**src/rtl/fetch_queue_pkg.sv**
```systemverilog
// Shared constants and the queued entry layout for the instruction fetch queue.
package fetch_queue_pkg;

    localparam int          DEPTH    = 4;
    localparam logic [31:0] RESET_PC = 32'h0000_0000;
    localparam logic [31:0] NOP      = 32'h0000_0000;

    typedef struct packed {
        logic [31:0] pcPlus4;
        logic [31:0] instruction;
    } entry_t;

endpackage

```
**src/rtl/fetch_queue_fifo.sv**
```systemverilog
// Circular entry store with head/tail pointers and occupancy count; flush empties it.
// Latency: a push is visible at headData the cycle after; caller must not push when full or pop when empty.
module fetch_queue_fifo
    import fetch_queue_pkg::*;
#(
    parameter int DEPTH = 4,
    localparam int CW = $clog2(DEPTH) + 1
) (
    input  logic          clock,
    input  logic          reset,
    input  logic          push,
    input  entry_t        pushData,
    input  logic          pop,
    input  logic          flush,
    output entry_t        headData,
    output logic [CW-1:0] count
);

    localparam int PW = $clog2(DEPTH);

    entry_t        mem [DEPTH];
    logic [PW-1:0] headPtr;
    logic [PW-1:0] tailPtr;

    // Storage carries no reset; validity is derived from count alone.
    always_ff @(posedge clock) begin
        if (push) begin
            mem[tailPtr] <= pushData;
        end
    end

    always_ff @(posedge clock or negedge reset) begin
        if (!reset) begin
            headPtr <= '0;
            tailPtr <= '0;
            count   <= '0;
        end else if (flush) begin
            headPtr <= '0;
            tailPtr <= '0;
            count   <= '0;
        end else begin
            if (push) begin
                tailPtr <= tailPtr + PW'(1);
            end
            if (pop) begin
                headPtr <= headPtr + PW'(1);
            end
            count <= count + CW'(push) - CW'(pop);
        end
    end

    assign headData = mem[headPtr];

endmodule

```
**src/rtl/fetch_queue.sv**
```systemverilog
// Instruction fetch queue: sequential fetch PC, memory request, redirect flush, registered head output.
// Latency: fetched word reaches the outputs one cycle after acceptance; requests stop when full, hold stalls the head.
module fetch_queue
    import fetch_queue_pkg::*;
#(
    parameter int          DEPTH    = fetch_queue_pkg::DEPTH,
    parameter logic [31:0] RESET_PC = fetch_queue_pkg::RESET_PC,
    localparam int         CW       = $clog2(DEPTH) + 1
) (
    input  logic          clock,
    input  logic          reset,
    output logic [31:0]   imem_addr,
    output logic          imem_req,
    input  logic          imem_ready,
    input  logic [31:0]   imem_data,
    input  logic          redirect,
    input  logic [31:0]   redirect_pc,
    input  logic          hold,
    output logic          out_valid,
    output logic [31:0]   out_instruction,
    output logic [31:0]   out_pc_plus4,
    output logic [CW-1:0] count
);

    localparam logic [CW-1:0] FULL_COUNT = CW'(DEPTH);
    localparam logic [31:0]   WORD_MASK  = 32'hFFFF_FFFC;

    logic [31:0] fetchPc;
    logic        doPush;
    logic        doPop;
    logic        headValid;
    entry_t      pushEntry;
    entry_t      headEntry;

    assign imem_req  = (count != FULL_COUNT) && !redirect;
    assign doPush    = imem_req && imem_ready;
    assign headValid = (count != '0);
    // Redirect outranks hold and pop so nothing stale leaves the queue in the flush cycle.
    assign doPop     = headValid && !hold && !redirect;

    always_ff @(posedge clock or negedge reset) begin
        if (!reset) begin
            fetchPc <= RESET_PC & WORD_MASK;
        end else if (redirect) begin
            fetchPc <= redirect_pc & WORD_MASK;
        end else if (doPush) begin
            fetchPc <= fetchPc + 32'd4;
        end
    end

    assign imem_addr = fetchPc;

    always_comb begin
        pushEntry             = '0;
        pushEntry.pcPlus4     = fetchPc + 32'd4;
        pushEntry.instruction = imem_data;
    end

    fetch_queue_fifo #(
        .DEPTH (DEPTH)
    ) u_fifo (
        .clock    (clock),
        .reset    (reset),
        .push     (doPush),
        .pushData (pushEntry),
        .pop      (doPop),
        .flush    (redirect),
        .headData (headEntry),
        .count    (count)
    );

    assign out_valid       = headValid;
    assign out_instruction = headValid ? headEntry.instruction : NOP;
    assign out_pc_plus4    = headValid ? headEntry.pcPlus4 : 32'h0;

endmodule

```
**config.mk**
```make
export PLATFORM = sky130hd
export DESIGN_NAME = fetch_queue
export DESIGN_NICKNAME = d
export VERILOG_FILES = /design/src/rtl/fetch_queue_pkg.sv /design/src/rtl/fetch_queue_fifo.sv /design/src/rtl/fetch_queue.sv
export SDC_FILE = /design/constraint.sdc
export NUM_CORES = 1
export LEC_CHECK = 0
export ABC_AREA = 1
export CAP_MARGIN = 5
export CORE_AREA = 2 2 178 180
export DETAILED_ROUTE_END_ITERATION = 10
export DIE_AREA = 0 0 180 182
export GPL_TIMING_DRIVEN = 0
export PLACE_DENSITY = 0.61
export SYNTH_ARGS = -nofsm -noshare
export SYNTH_HDL_FRONTEND = slang
export SYNTH_SLANG_ARGS = --single-unit
```
**constraint.sdc**
```tcl
create_clock -name clock -period 4 [get_ports clock]
set_clock_uncertainty 0.05 [all_clocks]
set_input_delay 0.8 -clock clock [delete_from_list [all_inputs] [get_ports clock]]
set_output_delay 0.8 -clock clock [all_outputs]
set_load 0.01 [all_outputs]
```
==> impl_metrics.sql <==
INSERT INTO impl_metrics (metric_group, metric, value, unit) VALUES
('outcome', 'run_status', 'complete, no violations', ''),
('synth', 'synth_area_leader_cell', 'sky130_fd_sc_hd__edfxtp_1', ''),
('sta', 'timing.fmax', '264', 'MHz'),
('critical_path', 'worst-endpoint-required', '3.15', 'ns'),
('critical_path', 'crit_path_end_kind', 'output port', ''),
('clocking', 'cts.htree.levels', '1', ''),
('place', 'hpwl', '21300', 'µm'),
('die', 'die_w', '180', 'µm'),
('sta', 'finalCritPeriodShare', '94.7', '%'),
('place', 'dp.cells', '1673', ''),
('die', 'ios', '170', ''),
('clocking', 'cts_num_sinks', '285', ''),
('synth', 'yosysSeqAreaShare', '68.5', '%'),
('synth', 'yosysWarnings', '0', ''),
('hold_path', 'hp-class', 'in -> async', ''),
('critical_path', 'data_arrival_time_of_the_critical_path', '2.94', 'ns'),
('place', 'cell_area_reported_after_detailed_placement', '14600', 'µm²'),
('die', 'design.core.area', '31000', 'µm²'),
('run', 'max-cap-violations', '0', ''),
('sta', 'timing_hold_violations_final', '0', ''),
('final_layout', 'finish.cell_count_without_fillers', '1728', ''),
('die', 'die_area', '32800', 'µm²'),
('power_and_ir_drop', 'seq_power_share', '39.6', '%'),
('final_layout', 'fillerInstances', '2772', ''),
('sta', 'worst_pin_slew', '0.873', 'ns'),
('clocking', 'cts_post_setup_buffers_inserted', '0', ''),
('power_and_ir_drop', 'power.clock.fraction', '30.4', '%'),
('power_and_ir_drop', 'p_total', '9.22', 'mW'),
('synth', 'synth_top_cells_by_count', 'sky130_fd_sc_hd__nor2_1, sky130_fd_sc_hd__edfxtp_1, sky130_fd_sc_hd__nand2_1', ''),
('final_layout', 'num-nets-final', '1380', ''),
('global_route', 'grt_pass1_wl', '49000', 'µm'),
('sta', 'final.min_clock_period', '3.79', 'ns'),
('clocking', 'clock-root-buffer', 'sky130_fd_sc_hd__clkbuf_16', ''),
('place', 'place_congestion', '0.852', ''),
('sta', 'grt_setup_unrepaired', 'no', ''),
('die', 'initial_utilization', '39.5', '%'),
('drt', 'drtAntennaViolNets', '0', ''),
('power_and_ir_drop', 'power_switching', '2.89', 'mW'),
('clocking', 'cts_resized', '1', ''),
('clocking', 'clock_insertion_delay_worst_skew', '0.55', 'ns'),
('power_and_ir_drop', 'max-vdd-ir-drop', '0.344', 'mV'),
('power_and_ir_drop', 'power.share.combinational', '30.0', '%'),
('power_and_ir_drop', 'power_switching_share', '31.4', '%'),
('global_route', 'global_route.overflow_total', '0', ''),
('synth', 'dominantRegCellSynth', 'sky130_fd_sc_hd__edfxtp_1', ''),
('synth', 'synth.cell_area', '12200', 'µm²'),
('clocking', 'max-clock-path-buffers', '3', ''),
('global_route', 'maximum_number_of_pins_on_one_net_before_global_route_repair', '38', ''),
('synth', 'synth_top_area_share', '60.9', '%'),
('critical_path', 'timing.critical_path.fanout_max', '10', ''),
('synth', 'synth_cells', '1097', ''),
('synth', 'synth.area.top_cells', 'sky130_fd_sc_hd__edfxtp_1, sky130_fd_sc_hd__nor2_1, sky130_fd_sc_hd__dfrtp_1, sky130_fd_sc_hd__o21ai_0, sky130_fd_sc_hd__nand2_1', ''),
('die', 'floorplan.rows', '65', ''),
('synth', 'mean_syn_cell_area', '11.1', 'µm²'),
('sta', 'finalSetupViolCount', '0', ''),
('global_route', 'grt_pass1_vias', '8726', ''),
('drt', 'wire_per_inst', '18.3', 'µm'),
('global_route', 'antenna_found_initial', '0', ''),
('synth', 'synth_most_common_cell', 'sky130_fd_sc_hd__nor2_1', ''),
('clocking', 'postCtsHoldBufs', '0', ''),
('clocking', 'cts_tree', 'yes', ''),
('drt', 'drt_iter0_markers', '563', ''),
('drt', 'wl', '31600', 'µm'),
('drt', 'remaining_drc_errors', '0', ''),
('power_and_ir_drop', 'powerDensity', '592', 'nW/µm²'),
('synth', 'fraction_of_registers_with_async_set_or_reset_after_synthesis', '13.0', '%'),
('critical_path', 'crit_path_start_kind', 'flip-flop', ''),
('final_layout', 'antenna_cells_inserted', '0', ''),
('power_and_ir_drop', 'power_leakage', '5.68', 'nW'),
('global_route', 'track_usage', '19.2', '%'),
('sta', 'max_slew_vio_count', '0', '');
[metrics by stage]
stage	utilization (%)	setup WS [ns]	hold slack, ns	TNS [ns]
2_1_floorplan	-	-0.438	0.454	-108.51
3_3_place_gp	46.4	-2.81	0.490	-674.36
3_5_place_dp	47.0	0.598	0.505	0
4_1_cts	50.3	0.0387	0.336	0
5_1_grt	50.3	0.0210	0.362	0
6_report	50.3	0.213	0.315	0
[cells by family (layout without fill, tap and decap cells)]
family	Yosys count	in the layout	share of synthesized area, %
fa+ha+maj	8	8	0.880
other cells	1	4	0.0307
simple gates	473	473	16.3
flops	285	285	68.5
compound gates	218	218	9.45
xor+xnor	17	17	1.59
buf+inv	95	321	3.28
[cell type report]
| type | count | area (µm²) | share of cell area, % |
|---|---|---|---|
| Tap cell | 402 | 503 | 3.23 |
| Clock buffer | 34 | 787 | 5.05 |
| Buffer | 60 | 278 | 1.78 |
| Inverter | 35 | 131 | 0.843 |
| Clock inverter | 21 | 214 | 1.37 |
| Timing Repair Buffer | 171 | 1800 | 11.5 |
| Multi-Input combinational cell | 720 | 3490 | 22.4 |
| Sequential cell | 285 | 8370 | 53.7 |
[state kept, by name (all words and copies together), names as in the netlist]
signal	flops
u_fifo.tailPtr	2
u_fifo.headPtr	2
u_fifo.mem	248
imem_addr	30
u_fifo.count	3
[worst max-delay path: stages, from the launching register on]
cell and delay, ns:
sky130_fd_sc_hd__dfrtp_1 0.48, sky130_fd_sc_hd__nor3_2 0.53, sky130_fd_sc_hd__buf_8 0.22, sky130_fd_sc_hd__clkbuf_1 0.48, sky130_fd_sc_hd__a21oi_1 0.14, sky130_fd_sc_hd__clkdlybuf4s50_1 0.52
[layout by cell type, fill, tap and decap left out, types with 7 or more instances in the layout]
master and n:
sky130_fd_sc_hd__clkbuf_16 31, sky130_fd_sc_hd__a21oi_1 65, sky130_fd_sc_hd__dfrtp_1 37, sky130_fd_sc_hd__nand2_2 8, sky130_fd_sc_hd__buf_2 24, sky130_fd_sc_hd__edfxtp_1 248, sky130_fd_sc_hd__nor2_1 281, sky130_fd_sc_hd__buf_12 7
sky130_fd_sc_hd__clkinv_1 8, sky130_fd_sc_hd__inv_1 32, sky130_fd_sc_hd__nand2_1 135, sky130_fd_sc_hd__ha_1 7, sky130_fd_sc_hd__nand3_1 19, sky130_fd_sc_hd__o21ai_0 128, sky130_fd_sc_hd__a22oi_1 21, sky130_fd_sc_hd__nor2_4 9
sky130_fd_sc_hd__clkdlybuf4s50_1 161, sky130_fd_sc_hd__clkbuf_1 30
[metal layers]
metal | up-vias | part of all wire [%] | global-route usage (%)
li1 | 4183 | - | -
met1 | 4180 | 45 | 25.8
met2 | 261 | 47 | 32.7
met3 | 39 | 5.8 | 3.25
met4 | 0 | 1.7 | 4.65
met5 | - | 0 | 0
[path summary, 6_finish.rpt]
kind | cells past startpoint | slack, ns | to | from
max | 5 | 0.21 | out_instruction[27] | u_fifo.count[1]
min | 1 | 0.32 | imem_addr[26] | reset
max reg2reg | 12 | 1.18 | u_fifo.count[2] | u_fifo.count[1]
min reg2reg | 1 | 0.52 | u_fifo.tailPtr[0] | u_fifo.tailPtr[0]
max in group asynchronous | 1 | 3.04 | imem_addr[8] | reset
min in group clock | 1 | 0.52 | u_fifo.tailPtr[0] | u_fifo.tailPtr[0]
[power groups by stage]
| stage | sequential (mW) | clock [mW] | combinational, mW |
|---|---|---|---|
| after floorplan | 3.71 | 0 | 1.28 |
| final | 3.65 | 2.80 | 2.76 |
| after CTS | 3.65 | 2.85 | 2.81 |
| after global placement | 3.73 | 0 | 2.72 |
| after detailed placement | 3.71 | 0 | 2.79 |
| after global routing | 3.68 | 2.97 | 3.02 |
Note: power is estimated with default switching activity, not from simulation.
